[src/rtl/request_unit.sv]
// Sequences one instruction fetch then at most one data access per instruction, and strobes pc_en when done.
// Latency: pc_en in the ihit cycle for non-memory ops; dmem request the cycle after ihit, pc_en in the dhit cycle.
// Backpressure: requests are held while ihit/dhit stay low, with saturating stall counters tracking the wait.
module request_unit #(
    parameter int CNT_W = 32
) (
    input  logic             CLK,
    input  logic             nRST,
    input  logic             ctrl_iREN,
    input  logic             ctrl_dREN,
    input  logic             ctrl_dWEN,
    input  logic             ctrl_halt,
    input  logic             ihit,
    input  logic             dhit,
    output logic             imemREN,
    output logic             dmemREN,
    output logic             dmemWEN,
    output logic             pc_en,
    output logic             halt,
    output logic             req_err,
    output logic [CNT_W-1:0] istall_cnt,
    output logic [CNT_W-1:0] dstall_cnt
);

    typedef enum logic [1:0] {
        IDLE   = 2'd0,
        IFETCH = 2'd1,
        DATA   = 2'd2,
        HALTED = 2'd3
    } state_t;

    localparam logic [CNT_W-1:0] CNT_MAX = '1;
    localparam logic [CNT_W-1:0] CNT_ONE = {{(CNT_W-1){1'b0}}, 1'b1};

    state_t           state;
    logic             dren_q;
    logic             dwen_q;
    logic             halt_q;
    logic             err_q;
    logic [CNT_W-1:0] ist_q;
    logic [CNT_W-1:0] dst_q;

    logic fetch_acc;
    logic memop;

    assign memop     = ctrl_dREN | ctrl_dWEN;
    assign fetch_acc = (state == IFETCH) && ctrl_iREN && ihit;

    assign imemREN    = (state == IFETCH) && ctrl_iREN;
    assign dmemREN    = dren_q;
    assign dmemWEN    = dwen_q;
    assign halt       = halt_q;
    assign req_err    = err_q;
    assign istall_cnt = ist_q;
    assign dstall_cnt = dst_q;

    // Only the instruction's final memory event advances the PC.
    assign pc_en = (fetch_acc && !ctrl_halt && !memop) || ((state == DATA) && dhit);

    always_ff @(posedge CLK) begin
        if (!nRST) begin
            state  <= IDLE;
            dren_q <= 1'b0;
            dwen_q <= 1'b0;
            halt_q <= 1'b0;
            err_q  <= 1'b0;
            ist_q  <= '0;
            dst_q  <= '0;
        end else begin
            case (state)
                IDLE: begin
                    state <= IFETCH;
                end
                IFETCH: begin
                    if (fetch_acc) begin
                        if (ctrl_halt) begin
                            state  <= HALTED;
                            halt_q <= 1'b1;
                        end else if (memop) begin
                            state <= DATA;
                            // A store wins when both are requested; flag the bad decode.
                            if (ctrl_dWEN) begin
                                dwen_q <= 1'b1;
                                dren_q <= 1'b0;
                                if (ctrl_dREN) begin
                                    err_q <= 1'b1;
                                end
                            end else begin
                                dren_q <= 1'b1;
                            end
                        end
                    end else if (ctrl_iREN && !ihit && (ist_q != CNT_MAX)) begin
                        ist_q <= ist_q + CNT_ONE;
                    end
                end
                DATA: begin
                    if (dhit) begin
                        state  <= IFETCH;
                        dren_q <= 1'b0;
                        dwen_q <= 1'b0;
                    end else if (dst_q != CNT_MAX) begin
                        dst_q <= dst_q + CNT_ONE;
                    end
                end
                HALTED: begin
                    state <= HALTED;
                end
                default: begin
                    state <= IDLE;
                end
            endcase
        end
    end

endmodule

[config.mk]
export PLATFORM = sky130hd
export DESIGN_NAME = request_unit
export DESIGN_NICKNAME = d
export VERILOG_FILES = /design/src/rtl/request_unit.sv
export SDC_FILE = /design/constraint.sdc
export NUM_CORES = 1
export LEC_CHECK = 0
export CAP_MARGIN = 25
export CELL_PAD_IN_SITES_DETAIL_PLACEMENT = 0
export CELL_PAD_IN_SITES_GLOBAL_PLACEMENT = 2
export CORE_MARGIN = 1.5
export CORE_UTILIZATION = 27
export DETAILED_ROUTE_END_ITERATION = 8
export PLACE_DENSITY_LB_ADDON = 0.1
export RECOVER_POWER = 100
export SETUP_SLACK_MARGIN = 0.2
export SYNTH_ARGS = -nofsm -noshare
export SYNTH_HDL_FRONTEND = slang
export SYNTH_SLANG_ARGS = --single-unit
[constraint.sdc]
create_clock -name CLK -period 1.9 [get_ports CLK]
set_input_delay 0.19 -clock CLK [delete_from_list [all_inputs] [get_ports CLK]]
set_output_delay 0.19 -clock CLK [all_outputs]
set_load 0.005 [all_outputs]
## After elaboration in Yosys (flattened, before gate mapping)

Index checks and enable logic that the tools add are counted.

- Register bits: 70
- Output and inout port bits: 70

- Eq/ne operators: 11
- Add/sub/neg operators: 2
- Bitwise gates (word level): 4
- Muxes and demuxes: 16
- Reductions and logical operators: 20

Operator list:

| cell | number |
|---|---|
| adder 32 x 1 -> 32 bit (second input constant) | 2 |
| inequality test 32 bit (second input constant) | 2 |
| AND reduction 3 bit | 4 |
| AND reduction 6 bit | 2 |
| inequality test 2 bit (second input constant) | 5 |
| two-way mux 1 bit | 9 |
| two-way mux 2 bit | 4 |
| case mux 2 bit (4 select lines) | 1 |
| logical AND 1 bit | 7 |
| AND reduction 5 bit | 1 |
| == test 2 bit (second input constant) | 2 |
| case mux 1 bit (2 select lines) | 2 |
| zero test 1 bit | 3 |
| inequality test 3 bit (second input constant) | 1 |
| NOT 1 bit | 3 |
| == test 2 x 1 -> 1 bit (second input constant) | 1 |
| zero test 2 bit | 1 |
| nonzero test 2 bit | 1 |
| logical OR 1 bit | 1 |
| bitwise OR 1 bit | 1 |

## Logic depth before layout (Yosys ltp)

Gate-level depths: netlist (run 1).

- Depth after elaboration: 6
- Gate-level depth with buffers: 7
- Mapped depth without buffers: 6

## Worst setup path before layout (run 1)

Ideal clock, no wire load.

- Kind: reg2reg
- Start point: register ist_q[23], in the netlist istall_cnt[23]
- End point: register ist_q[0], in the netlist istall_cnt[0]
- Data required time: 1772 ps
- Period minus slack after synthesis: 2043 ps
- Path slack: -143 ps
- Arrival: 1916 ps
- Stages on the path, launching flop included: 8
- Cells stage by stage: dfxtp_1 > nand4_2 > or4_4 > o31ai_4 > buf_6 > buf_12 > xor2_1 > nor2_1

- Word-level cells in the longest chain between the ends: 3

Ends and longest elaborated chain:

| item | line | RTL |
|---|---|---|
| start: declaration | 40 | `logic [CNT_W-1:0] ist_q;` |
| start signal: assignment | 93 | `ist_q <= ist_q + CNT_ONE;` |
| inequality test 32 bit | 92 | `end else if (ctrl_iREN && !ihit && (ist_q != CNT_MAX)) begin` |
| logical AND 1 bit | 92 |  |
| AND reduction 3 bit (no source line) | -- |  |

No other way between the ends.
A chain may end at the register's enable or synchronous reset.

## Worst setup path after layout (run 1)

- Start point: register ist_q[28], in the netlist istall_cnt[28]
- End point: register ist_q[2], in the netlist istall_cnt[2]

Same word-level chain as after synthesis.

==> results of run 1 <==
-- layout by cell type, fill, tap and decap left out, types with 4 or more instances in the layout --
| master | instances |
|---|---|
| nand2b_1 | 10 |
| dlygate4sd3_1 | 58 |
| dfxtp_2 | 30 |
| o31ai_1 | 10 |
| buf_6 | 20 |
| nor4_4 | 7 |
| buf_12 | 4 |
| o21ai_2 | 12 |
| or3_1 | 25 |
| a21oi_1 | 42 |
| o21ai_0 | 11 |
| or4_1 | 10 |
| nand3_2 | 5 |
| clkdlybuf4s50_1 | 16 |
| o31ai_2 | 4 |
| nand2_1 | 35 |
| mux2i_1 | 9 |
| clkbuf_16 | 9 |
| nand3_1 | 19 |
| o21ai_1 | 8 |
| xnor2_1 | 11 |
| or4_4 | 7 |
| and3_4 | 5 |
| nor2_1 | 25 |
| clkinv_2 | 4 |
| clkbuf_1 | 4 |
| inv_1 | 9 |
| buf_4 | 97 |
| nand4_1 | 18 |
| dfxtp_1 | 39 |
-- state kept, by name, summed over array words and instances (netlist names) --
signal	flops
dmemWEN	1
state	2
dmemREN	1
halt	1
req_err	1
dstall_cnt	32
istall_cnt	32
-- per-layer routing --
metal / GRT usage, % / vias to the layer above / routed length, um
li1: - / 1981 / -
met1: 20.6 / 1864 / 5230
met2: 29.6 / 64 / 5660
met3: 3.88 / 20 / 470
met4: 7.09 / 0 / 270
met5: 0 / - / 0
-- where the power goes --
group	total (mW)	switching (mW)	leakage [nW]	internal [mW]
clock network	1.63	0.652	0.148	0.982
registers	1.49	0.0113	0.580	1.48
logic	0.236	0.115	1.80	0.121
-- per-stage QoR --
step	cell area, sq um	TNS [ns]
3_5_place_dp	5400	-8.52
5_1_grt	6290	-1.12
3_3_place_gp	5400	-7.42
4_1_cts	6180	-0.0208
2_1_floorplan	3720	0
6_report	6290	-0.00296
-- logic make-up (layout without fill, tap and decap cells) --
kind of cell | count (synthesis) | count (layout) | share of synthesized area, %
and+or+nand+nor | 201 | 202 | 32.8
AOI/OAI and AO/OA | 99 | 99 | 16.9
DFF | 70 | 70 | 39.2
buffers and inverters | 27 | 232 | 4.44
xor gates and xnor gates | 14 | 14 | 3.43
muxes | 9 | 9 | 2.52
adders and majority gates | 2 | 2 | 0.700
-- worst max-delay path, cell delays in order (launching register included) --
cell and delay, ns:
dfxtp_2 0.33, nand4_1 0.12, or4_4 0.56, o31ai_4 0.30, buf_6 0.17, buf_6 0.12
nor4_2 0.04, o21bai_1 0.16
-- synth_stat cells (2+ instances only) --
master and n:
a21oi_1 42, and4bb_2 2, dfxtp_1 70, nand2_1 37, or3_1 25, nor2_1 28
o21a_1 2, clkbuf_1 8, o21ai_2 6, xnor2_1 12, inv_1 9, nor4_1 9
o21ai_1 3, and2_1 2, o21ai_0 22, xor2_1 2, and4_1 5, o31ai_1 14
ha_1 2, nand3_1 26, or4_1 15, buf_6 5, a211oi_1 3, or2_2 2
nand4_4 2, nor3_1 2, buf_2 3, and3_1 8, or4_4 2, nand2b_1 10
nand4_1 18, mux2i_1 9
-- timing repair --
action,CTS,global route
gates resized for setup,80,29
cloned,4,0
buffers inserted,17,4
setup endpoints to repair,65,64
pin swaps,53,48
-- path summary, 6_finish.rpt --
path / startpoint / endpoint / slack, ns / cells after the start
worst min register to register: halt$_SDFFE_PN0P_ / halt$_SDFFE_PN0P_ / 0.48 / 2
worst max-delay path: istall_cnt[28]$_SDFFE_PN0P_ / istall_cnt[2]$_SDFFE_PN0P_ / -0.002 / 7
worst min-delay path: halt$_SDFFE_PN0P_ / halt$_SDFFE_PN0P_ / 0.48 / 2
worst max register to register: istall_cnt[28]$_SDFFE_PN0P_ / istall_cnt[2]$_SDFFE_PN0P_ / -0.002 / 7
-- cell type report --
class | count | area (sq um)
fillers | 1212 | 6480
multi-input cells | 326 | 2400
repair buffers | 207 | 1920
flip-flops and latches | 70 | 1440
clock buffers | 12 | 267
well taps | 172 | 215
inverters | 9 | 33.8
clock inverters | 4 | 20.0
==> flow_metrics.env, run 1 <==
export IMPL_seq_area_frac_synth_pct=39.2
export IMPL_wl_mm=11.6
export IMPL_netlist_area_leader_share_pct=39.2
export IMPL_ant_nets=0
export IMPL_totalPowerFinal_mw=3.36
export IMPL_maxSlewHeadroom_pct=75.5
export IMPL_fin_util_pct=49.3
export IMPL_dr_pass1_iters=4
export IMPL_clkTransAtPathRegs_ns=0.06
export IMPL_vias=3929
export IMPL_dieArea_sq_um=13900
export IMPL_critPathKind="flop to flop"
export IMPL_ioPinCount=78
export IMPL_synthArstFlopShare_pct=0
export IMPL_clkLatencyLatePin_ns=0.34
export IMPL_dp_worst_setup_slack_ns=-0.337
export IMPL_hpwl_mm=7.98
export IMPL_dpl_cell_count=759
export IMPL_cts_root_buf="clkbuf_16"
export IMPL_clk_path_buf_depth=2
export IMPL_route_detailed_drc=0
export IMPL_die_y_um=118
export IMPL_netlist_instances=422
export IMPL_die_x_um=118
export IMPL_syn_to_final_growth_pct=76.1
export IMPL_violations="negative setup slack"
export IMPL_synth_enable_flop_cells=0
export IMPL_routed_via_density=4.91
export IMPL_maxCapViolations=0
export IMPL_worstPathMaxFanout=5
export IMPL_grt_pass1_wl_mm=19.4
export IMPL_initial_core_util_pct=28.0
export IMPL_hold_path_class="flop to flop"
export IMPL_grt_max_degree=58
export IMPL_yosysTopAreaCell="dfxtp_1"
export IMPL_port_buffers=77
export IMPL_report_final_setup_viol=2
export IMPL_rsz0062_at_grt="yes"
export IMPL_setup_slack_ns=-0.00232
export IMPL_finClkSkew_ns=0.00677
export IMPL_fin_nets=633
export IMPL_timing_fmax_ghz=0.526
export IMPL_synthTopCellsByArea="dfxtp_1 (39%), a21oi_1 (5.9%), or3_1 (4.4%)"
export IMPL_finalCritPeriodShare_pct=100
export IMPL_syn_num_nets=432
export IMPL_core_sq_um=12800
export IMPL_cts_tree="built"
export IMPL_synth_cell_type_count=49
export IMPL_hold_violations=0
export IMPL_crit_required_ns=2.12
export IMPL_tightest_slew_ns=0.367
export IMPL_grt_overflow=0
export IMPL_drive_gt1_share_pct=39.0
export IMPL_cp_start_kind="flop"
export IMPL_fin_hold_ws_ns=0.479
export IMPL_power_density_nw_per_um2=534
export IMPL_dr_first_iter_drc_count=167
export IMPL_period_minus_slack_ns=1.90
export IMPL_first_global_vias=3970
export IMPL_cts_sinks=70
export IMPL_critPathArrivalTime_ns=2.12
export IMPL_grt_util_all_layers_pct=17.2
export IMPL_synth_flop_cell="dfxtp_1"
export IMPL_cts_hold_buf=0
export IMPL_endpoint_kind="flop"
export IMPL_num_rows=41
export IMPL_ys_seq_elements=70
export IMPL_antenna_cells=0
export IMPL_antenna_found_initial=0
export IMPL_htree_levels=3
export IMPL_syn_area_per_cell_sq_um=8.47
export IMPL_ir_drop_uv=291
export IMPL_instances_no_fill=800
export IMPL_syn_area_sq_um=3570
export IMPL_gp_congestion=0.730
export IMPL_cts_made_buffers=9
export IMPL_leakage_nw=2.52
export IMPL_wire_per_inst_um=14.5
export IMPL_slew_violations=0
export IMPL_ys_warn_count=0
export IMPL_run_status="complete, but fails checks"
No activity file was read; power rests on OpenSTA's default activity.
==> run 2: changes to the inputs <==
- MAX_ROUTING_LAYER: default -> met4
==> run 2 against run 1 <==
Net effect: the flow still finishes with violations (negative setup slack); sequential share of layout area is essentially flat; flip-flop and latch count is the same; non-clock buffer count did not move; via count up 0.10%; clock skew hardly changed; count of clock-buffer cells in the layout unchanged; register-to-register slack hardly changed; sequential power barely moved; die area unchanged; critical path type unchanged.
==> flow_metrics.env, run 2 (synthesized netlist as in run 1, its figures left out) <==
export IMPL_run_status="complete, but fails checks"
export IMPL_violations="negative setup slack"
export IMPL_crit_reg2reg_capture="dstall_cnt[22]$_SDFFE_PN0P_"
export IMPL_wl_met3_um=480
export IMPL_rsz0062_at_grt="yes"
export IMPL_maxSlewHeadroom_pct=75.6
export IMPL_finalCritPeriodShare_pct=100
export IMPL_cts_root_buf="clkbuf_16"
export IMPL_grt_util_all_layers_pct=17.7
export IMPL_dr_pass1_iters=4
export IMPL_hpwl_mm=7.98
export IMPL_p_sw_mw=0.780
export IMPL_instances_no_fill=800
export IMPL_cts_sinks=70
export IMPL_finClkSkew_ns=0.00681
export IMPL_setup_slack_ns=-0.00667
export IMPL_wl_mm=11.7
export IMPL_dp_worst_setup_slack_ns=-0.337
export IMPL_switching_share_pct=23.2
export IMPL_critPathLaunch="dstall_cnt[7]$_SDFFE_PN0P_"
export IMPL_drive_gt1_share_pct=39.5
export IMPL_grt_overflow=0
export IMPL_port_buffers=77
export IMPL_endpoint_kind="flop"
export IMPL_report_final_setup_viol=1
export IMPL_route_detailed_drc=0
export IMPL_critPathArrivalTime_ns=2.16
export IMPL_antenna_cells=0
export IMPL_final_common_cell="buf_4"
export IMPL_routed_via_density=4.92
export IMPL_cts_made_buffers=9
export IMPL_fin_setup_tns_ns=-0.00667
export IMPL_cts_hold_buf=0
export IMPL_antenna_found_initial=0
export IMPL_dr_first_iter_drc_count=185
export IMPL_worstPathMaxFanout=5
export IMPL_first_global_vias=3973
export IMPL_crit_required_ns=2.16
export IMPL_multi_input_area_sq_um=2400
export IMPL_ff2ff_path_depth=5
export IMPL_clkTransAtPathRegs_ns=0.06
export IMPL_postPlaceCellArea_sq_um=5400
export IMPL_htree_levels=3
export IMPL_met2_wirelength_mm=5.64
export IMPL_initial_core_util_pct=28.0
export IMPL_die_y_um=118
export IMPL_worst_r2r_setup_slack_ns=-0.007
export IMPL_slew_violations=0
export IMPL_hold_path_class="flop to flop"
export IMPL_pwr_share_seq_pct=44.4
export IMPL_dieArea_sq_um=13900
export IMPL_pwr_share_comb_pct=7.0
export IMPL_hold_depth=2
export IMPL_critPathKind="flop to flop"
export IMPL_p_int_mw=2.58
export IMPL_num_rows=41
export IMPL_period_minus_slack_ns=1.91
export IMPL_wire_per_inst_um=14.6
export IMPL_fin_util_pct=49.3
export IMPL_core_sq_um=12800
export IMPL_tightest_slew_ns=0.365
export IMPL_vias=3933
export IMPL_timing_fmax_ghz=0.524
export IMPL_p_clk_share_pct=48.7
export IMPL_clk_path_buf_depth=2
export IMPL_ant_nets=0
export IMPL_grt_pass1_wl_mm=19.4
export IMPL_fin_nets=633
export IMPL_power_density_nw_per_um2=533
export IMPL_reg2reg_from="dstall_cnt[7]$_SDFFE_PN0P_"
export IMPL_ir_drop_uv=292
export IMPL_dpl_cell_count=759
export IMPL_fin_area_sq_um=6300
export IMPL_leakage_nw=2.53
export IMPL_cts_tree="built"
export IMPL_wl_met1_mm=5.30
export IMPL_holdPathEnd="halt$_SDFFE_PN0P_"
export IMPL_cp_start_kind="flop"
export IMPL_ioPinCount=78
export IMPL_grt_max_degree=58
export IMPL_syn_to_final_growth_pct=76.3
export IMPL_gp_congestion=0.739
export IMPL_nFillCells=1213
export IMPL_layout_common_cells="buf_4 (97), dlygate4sd3_1 (58), a21oi_1 (42)"
export IMPL_regArea_sq_um=1450
export IMPL_top_layer="met4"
export IMPL_hold_violations=0
export IMPL_die_x_um=118
export IMPL_clkLatencyLatePin_ns=0.34
export IMPL_hp_start="halt$_SDFFE_PN0P_"
export IMPL_maxCapViolations=0
==> run 2: cell types whose count changed in the layout (fill, tap and decap cells not counted) <==
cell     change
dfxtp_1      -2
dfxtp_2      +2
or3_1        -1
or3_4        +1
==> run 2: what timing repair did <==
| item | CTS | global route |
|---|---|---|
| buffers inserted | 17 | 4 |
| pin swaps | 53 | 51 |
| gates resized for setup | 80 | 32 |
| cloned | 4 | 0 |
| setup endpoints to repair | 65 | 64 |
==> run 2: layer usage <==
metal | GRT usage, % | vias to the layer above
li1 | - | 1980
met1 | 20.7 | 1864
met2 | 29.6 | 69
met3 | 3.73 | 20
met4 | 7.09 | 0
met5 | - | -
==> run 2: worst max-delay path by stage <==
stage / to / cells past startpoint
final: dstall_cnt[22]$_SDFFE_PN0P_ / 5
after CTS: istall_cnt[2]$_SDFFE_PN0P_ / 7
after global routing: istall_cnt[0]$_SDFFE_PN0P_ / 7
after floorplan: dstall_cnt[22]$_SDFFE_PN0P_ / 5
after detailed placement: dstall_cnt[31]$_SDFFE_PN0P_ / 6
after global placement: dstall_cnt[22]$_SDFFE_PN0P_ / 6
==> run 2: through the flow <==
stage          total power, mW  hold WS, ns
2_1_floorplan             1.63        0.329
3_3_place_gp              1.75        0.454
3_5_place_dp              1.75        0.485
4_1_cts                   3.42        0.499
5_1_grt                   3.49        0.510
6_report                  3.36        0.479
==> run 2: cell type report <==
cell class,instances,area share [%]
inverter,9,0.536
timing repair buffer,207,30.5
multi-input combinational,326,38.1
tap,172,3.41
sequential,70,22.9
clock inverter,4,0.318
clock buffer,12,4.23
==> run 2: worst max-delay path, stage by stage, from the launching register on <==
cell and delay [ns]:
dfxtp_1 0.42, and4_4 0.30, nand4_4 0.09, or4_4 0.45, or4_1 0.42, a21oi_1 0.14
==> run 2: power groups by stage <==
stage          Clock, mW  Combinational [mW]  Sequential [mW]
2_1_floorplan          0               0.106             1.53
3_3_place_gp           0               0.222             1.52
3_5_place_dp           0               0.224             1.52
4_1_cts             1.69               0.244             1.49
5_1_grt             1.74               0.255             1.49
6_report            1.64               0.234             1.49
==> edit 1: new RTL, config.mk and constraints of run 1 <==
The 4 states of `state_t` get a one-hot encoding in 4 bits.
--- a/src/rtl/request_unit.sv
+++ b/src/rtl/request_unit.sv
@@ -24,7 +24,7 @@
 
-    typedef enum logic [1:0] {
-        IDLE   = 2'd0,
-        IFETCH = 2'd1,
-        DATA   = 2'd2,
-        HALTED = 2'd3
+    typedef enum logic [3:0] {
+        IDLE   = 4'b0001,
+        IFETCH = 4'b0010,
+        DATA   = 4'b0100,
+        HALTED = 4'b1000
     } state_t;
Formal check against the unedited RTL: same outputs for any inputs over 10 cycles, from zero or initial values and one cycle with nRST low; not proved beyond that.
==> edit 1 against run 1 <==
- the run still ends with setup timing left
- hold slack got worse by 0.019 ns
- cell area rose by 7.7%
- critical path depth fell by 2
- routed wire length rose by 14%
- setup slack got worse by 0.31 ns
- highest routed layer unchanged
- synthesized area rose by 3.2%
- sequential cell count rose by 2
Power is not compared: it rests on default switching activity, and its combinational part moved more than twofold at a synthesized area within 25%.
==> edit 1: results (changes against run 1) <==
grt_pass1_wl_um: 21600  # +11%
finClkSkew_ns: 0.00564  # -0.00112 ns
grt_max_degree: 44  # -24%
nNonClkBuffers: 238  # +15%
finish.net_count: 685  # +8.2%
relSlewSlack_pct: 64.7  # -11 points
drive_gt1_share_pct: 38.8  # -0.19 points
place_inst: 810  # +6.7%
crit_fanout: 7  # +2
seq_area_frac_synth_pct: 39.1  # -0.14 points
yosysUniqueCellTypes: 54  # +10%
hold_depth: 1  # -1
nMultiInputCombCells: 345  # +5.8%
status: "complete, but fails checks"
synthTopCellsByCount: "dfxtp_1, a21oi_1, nand2_1"
wl_met3_um: 364  # -23%
violations: "setup timing"
globalRouteMet2Util_pct: 31.1  # +1.5 points
finalSetupViolCount: 46  # +44
vias_per_cell: 5.11  # +4.0%
crit_start: "state[2]"
placedInstanceArea_mm2: 0.00575  # +6.4%
drt_iter0_markers: 210  # +26%
hold_start: "req_err"
synthTopCellsByArea: "dfxtp_1, a21oi_1, o31ai_1"
layoutNonFillerInstCount: 856  # +7.0%
gr-usage-met3_pct: 3.42  # -0.45 points
cts_resized: 95  # +19%
grtUsageMet1_pct: 24.6  # +4.0 points
synth_nets: 455  # +5.3%
hold_ws_ns: 0.461  # -0.0188 ns
cp_slowest_cell: "or4b_4"
grt.total_usage_pct: 18.9  # +1.7 points
wl_met1_um: 6370  # +22%
synthesis.instances: 445  # +5.5%
grt_pass1_vias: 4308  # +8.5%
gp_congestion: 0.791  # +8.3%
finalWorstSetupSlack_ns: -0.317  # -0.315 ns
post_cts.repair.setup_buffers: 20  # +3
hpwl_um: 9060  # +14%
met2_length_um: 6330  # +12%
multiInputGateArea_mm2: 0.00271  # +13%
ys_ff_latch: 72  # +2.9%
utilization_pct: 51.0  # +1.7 points
holdPathEnd: "req_err"
place_ws_ns: -0.381  # -0.0436 ns
fin_setup_tns_ns: -7.53  # -7.52 ns
nFillCells: 1265  # +4.4%
clkCellAreaFrac_pct: 3.93  # -0.62 points
edit 1: cell count changes after synthesis, moves of 5 or more:
cell             run 1  this run
o41ai_1              0         5
nor2_1              28        22
xnor2_1             12         7
and3_1               8         2
nor3_1               2        11
clkbuf_1             8        16
or4_1               15        24
o21ai_2              6         0
or3_1               25        17
o31ai_1             14        25
edit 1: logic make-up (layout without fill, tap and decap cells):
family                   after synthesis  count (layout)  synth area share (%)
AO/OA/AOI/OAI                        119             122                  20.6
XOR/XNOR                               9               9                  2.14
adder cells (fa/ha/maj)                2               2                 0.678
buffers and inverters                 31             263                  3.73
flip-flops                            72              72                  39.1
multiplexers                          10              10                  2.71
AND/OR/NAND/NOR                      202             202                  31.1
edit 1: where the power goes:
group	switching, mW	internal (mW)	leakage [nW]	total, mW
combinational	0.301	0.376	1.83	0.677
clock	0.673	0.911	0.136	1.58
sequential	0.0231	1.54	0.591	1.57
total	0.997	2.83	2.56	3.83
==> edit 2: new RTL, config.mk and constraints of run 1 <==
Made on the original files. The parameter `CNT_W` goes from 32 to 36.
--- a/src/rtl/request_unit.sv
+++ b/src/rtl/request_unit.sv
@@ -4,3 +4,3 @@
 module request_unit #(
-    parameter int CNT_W = 32
+    parameter int CNT_W = 36
 ) (
Interface: changed (resized dstall_cnt and istall_cnt); port bits go from 78 to 86. No check against the original RTL was run, so the function may have changed too.
==> edit 2 against run 1 <==
- highest routed layer unchanged
- routed wire length up 27%
- critical path depth grew 1
- the run still ends with setup timing left
- power is 16% higher
- sequential share of layout area is 1.6 points lower
- sequential cell count grew 8
- clock power rose by 23%
- critical endpoint is now istall_cnt[25]
- synthesized area grew 13%
- cell area increased by 21%
- setup slack worse by 0.022 ns
==> edit 2: results (changes against run 1) <==
finalWorstSetupSlack_ns: -0.0247  # -0.0224 ns
nFillCells: 1318  # +8.7%
port_buffers: 85  # +10%
tightest_slew_ns: 0.484  # +0.116 ns
drive_gt1_share_pct: 40.4  # +1.3 points
irDropWorstVdd_mv: 0.456  # +57%
place_ws_ns: -0.374  # -0.0373 ns
violations: "setup timing"
met2_length_um: 7860  # +39%
root_buffer: "clkbuf_16"
cts_buffers: 9  # unchanged
synth_area_per_cell_um2: 8.31  # -2.0%
hpwl_um: 9600  # +20%
grt.total_usage_pct: 18.1  # +0.90 points
seqCellArea_mm2: 0.00162  # +12%
place_inst: 851  # +12%
synthTopCellsByCount: "dfxtp_1, a21oi_1, nand2_1"
synthTopCellsByArea: "dfxtp_1, a21oi_1, or3_1"
gp_congestion: 0.742  # +1.6%
routedWlPerCell_um: 16.0  # +10%
grt_max_degree: 53  # -8.6%
yosysUniqueCellTypes: 52  # +6.1%
diodes: 0  # unchanged
grt_pass1_wl_um: 23200  # +20%
clkLatencyLatePin_ns: 0.34  # about the same
finClkSkew_ns: 0.00715  # +0.000380 ns
hp-class: "in -> reg"
hold_depth: 3  # +1
ys_async_sr_fraction_pct: 0  # unchanged
cpPeakStageDelay_ns: 0.43  # -0.13 ns
synth_nets: 496  # +15%
synth_warnings: 0  # unchanged
seq_area_frac_synth_pct: 38.7  # -0.52 points
vias_per_cell: 5.23  # +6.4%
finalSetupViolCount: 6  # +4
routed_wl_um: 14700  # +27%
wl_met1_um: 6220  # +19%
top_layer_used: "met4"
crit_fanout: 5  # unchanged
drt_iter0_markers: 161  # -3.6%
drcViolationCount: 0  # unchanged
power_leakage_nw: 2.94  # +17%
grt_pass1_vias: 4624  # +16%
arrival_ns: 2.15  # +0.03 ns
cts_max_level: 3  # unchanged
cts_buffer_depth: 2  # unchanged
synth_edf_count: 0  # unchanged
ff2ff_path_depth: 8  # +1
finish.net_count: 742  # +17%
status: "complete, but fails checks"
wl_met3_um: 498  # +6.0%
fin_setup_tns_ns: -0.0736  # -0.0706 ns
path_clk_slew_ns: 0.06  # about the same
cp_slowest_cell: "dfxtp_1"
switching_share_pct: 21.3  # -1.9 points
==> edit 2: cell count changes in the layout (fill, tap and decap cells not counted), sizes merged, moves of 6 or more <==
cell | before | now
nor3 | 2 | 12
clkdlybuf4s50 | 16 | 28
dfxtp | 70 | 78
clkbuf | 18 | 26
buf | 125 | 162
or3 | 25 | 32
o311ai | 0 | 6
xnor2 | 12 | 3
==> edit 2: worst paths after layout <==
kind | startpoint | to | slack [ns]
max | istall_cnt[29] | istall_cnt[25] | -0.02
min reg2reg | req_err | req_err | 0.46
min | nRST | istall_cnt[19] | 0.34
max reg2reg | istall_cnt[29] | istall_cnt[25] | -0.02
==> edit 2: metal layers <==
layer	global-route usage [%]	vias to the layer above
met2	33.4	78
met1	20.6	2357
met5	0	-
li1	-	2361
met3	4.66	13
met4	4.81	0
==> edit 2: final cells by class <==
| cell class | instances | share of cell area (%) |
|---|---|---|
| Multi-Input combinational cell | 378 | 38.7 |
| Sequential cell | 78 | 21.3 |
| Timing Repair Buffer | 260 | 32.3 |
| Clock inverter | 4 | 1.25 |
| Inverter | 5 | 0.247 |
| Tap cell | 184 | 3.03 |
| Clock buffer | 11 | 3.19 |
==> edit 2: power groups by stage <==
stage	logic [mW]	clock network, mW	registers (mW)
detailed placement	0.227	0	1.70
floorplan	0.102	0	1.70
CTS	0.236	2.07	1.66
finish	0.239	2.00	1.66
global route	0.261	2.13	1.66
global placement	0.225	0	1.70
==> edit 2: logic make-up after synthesis <==
logic type	count (synthesis)	synth area share, %
buffers and inverters	30	3.19
XOR/XNOR	7	1.52
adder cells (fa/ha/maj)	2	0.620
multiplexers	14	3.47
AND/OR/NAND/NOR	234	33.6
flip-flops	78	38.7
AO/OA/AOI/OAI	121	18.9
==> edit 2: what timing repair did <==
| action | CTS | global route |
|---|---|---|
| resized for setup | 85 | 95 |
| setup endpoints to repair | 69 | 72 |
| cloned | 7 | 1 |
| buffers inserted | 25 | 21 |
| pin swaps | 57 | 54 |
==> edit 2: through the flow <==
stage	hold WS, ns	area, µm²
2_1_floorplan	0.341	4220
3_3_place_gp	0.455	6120
3_5_place_dp	0.457	6120
4_1_cts	0.306	7090
5_1_grt	0.326	7610
6_report	0.340	7610
==> edit 2: worst max-delay path: cells and delay by family, from the launching register on <==
family	cells	cell delay, ns
buffers and inverters	3	0.33
and+or+nand+nor	3	0.87
DFF	1	0.43
AOI/OAI and AO/OA	2	0.18
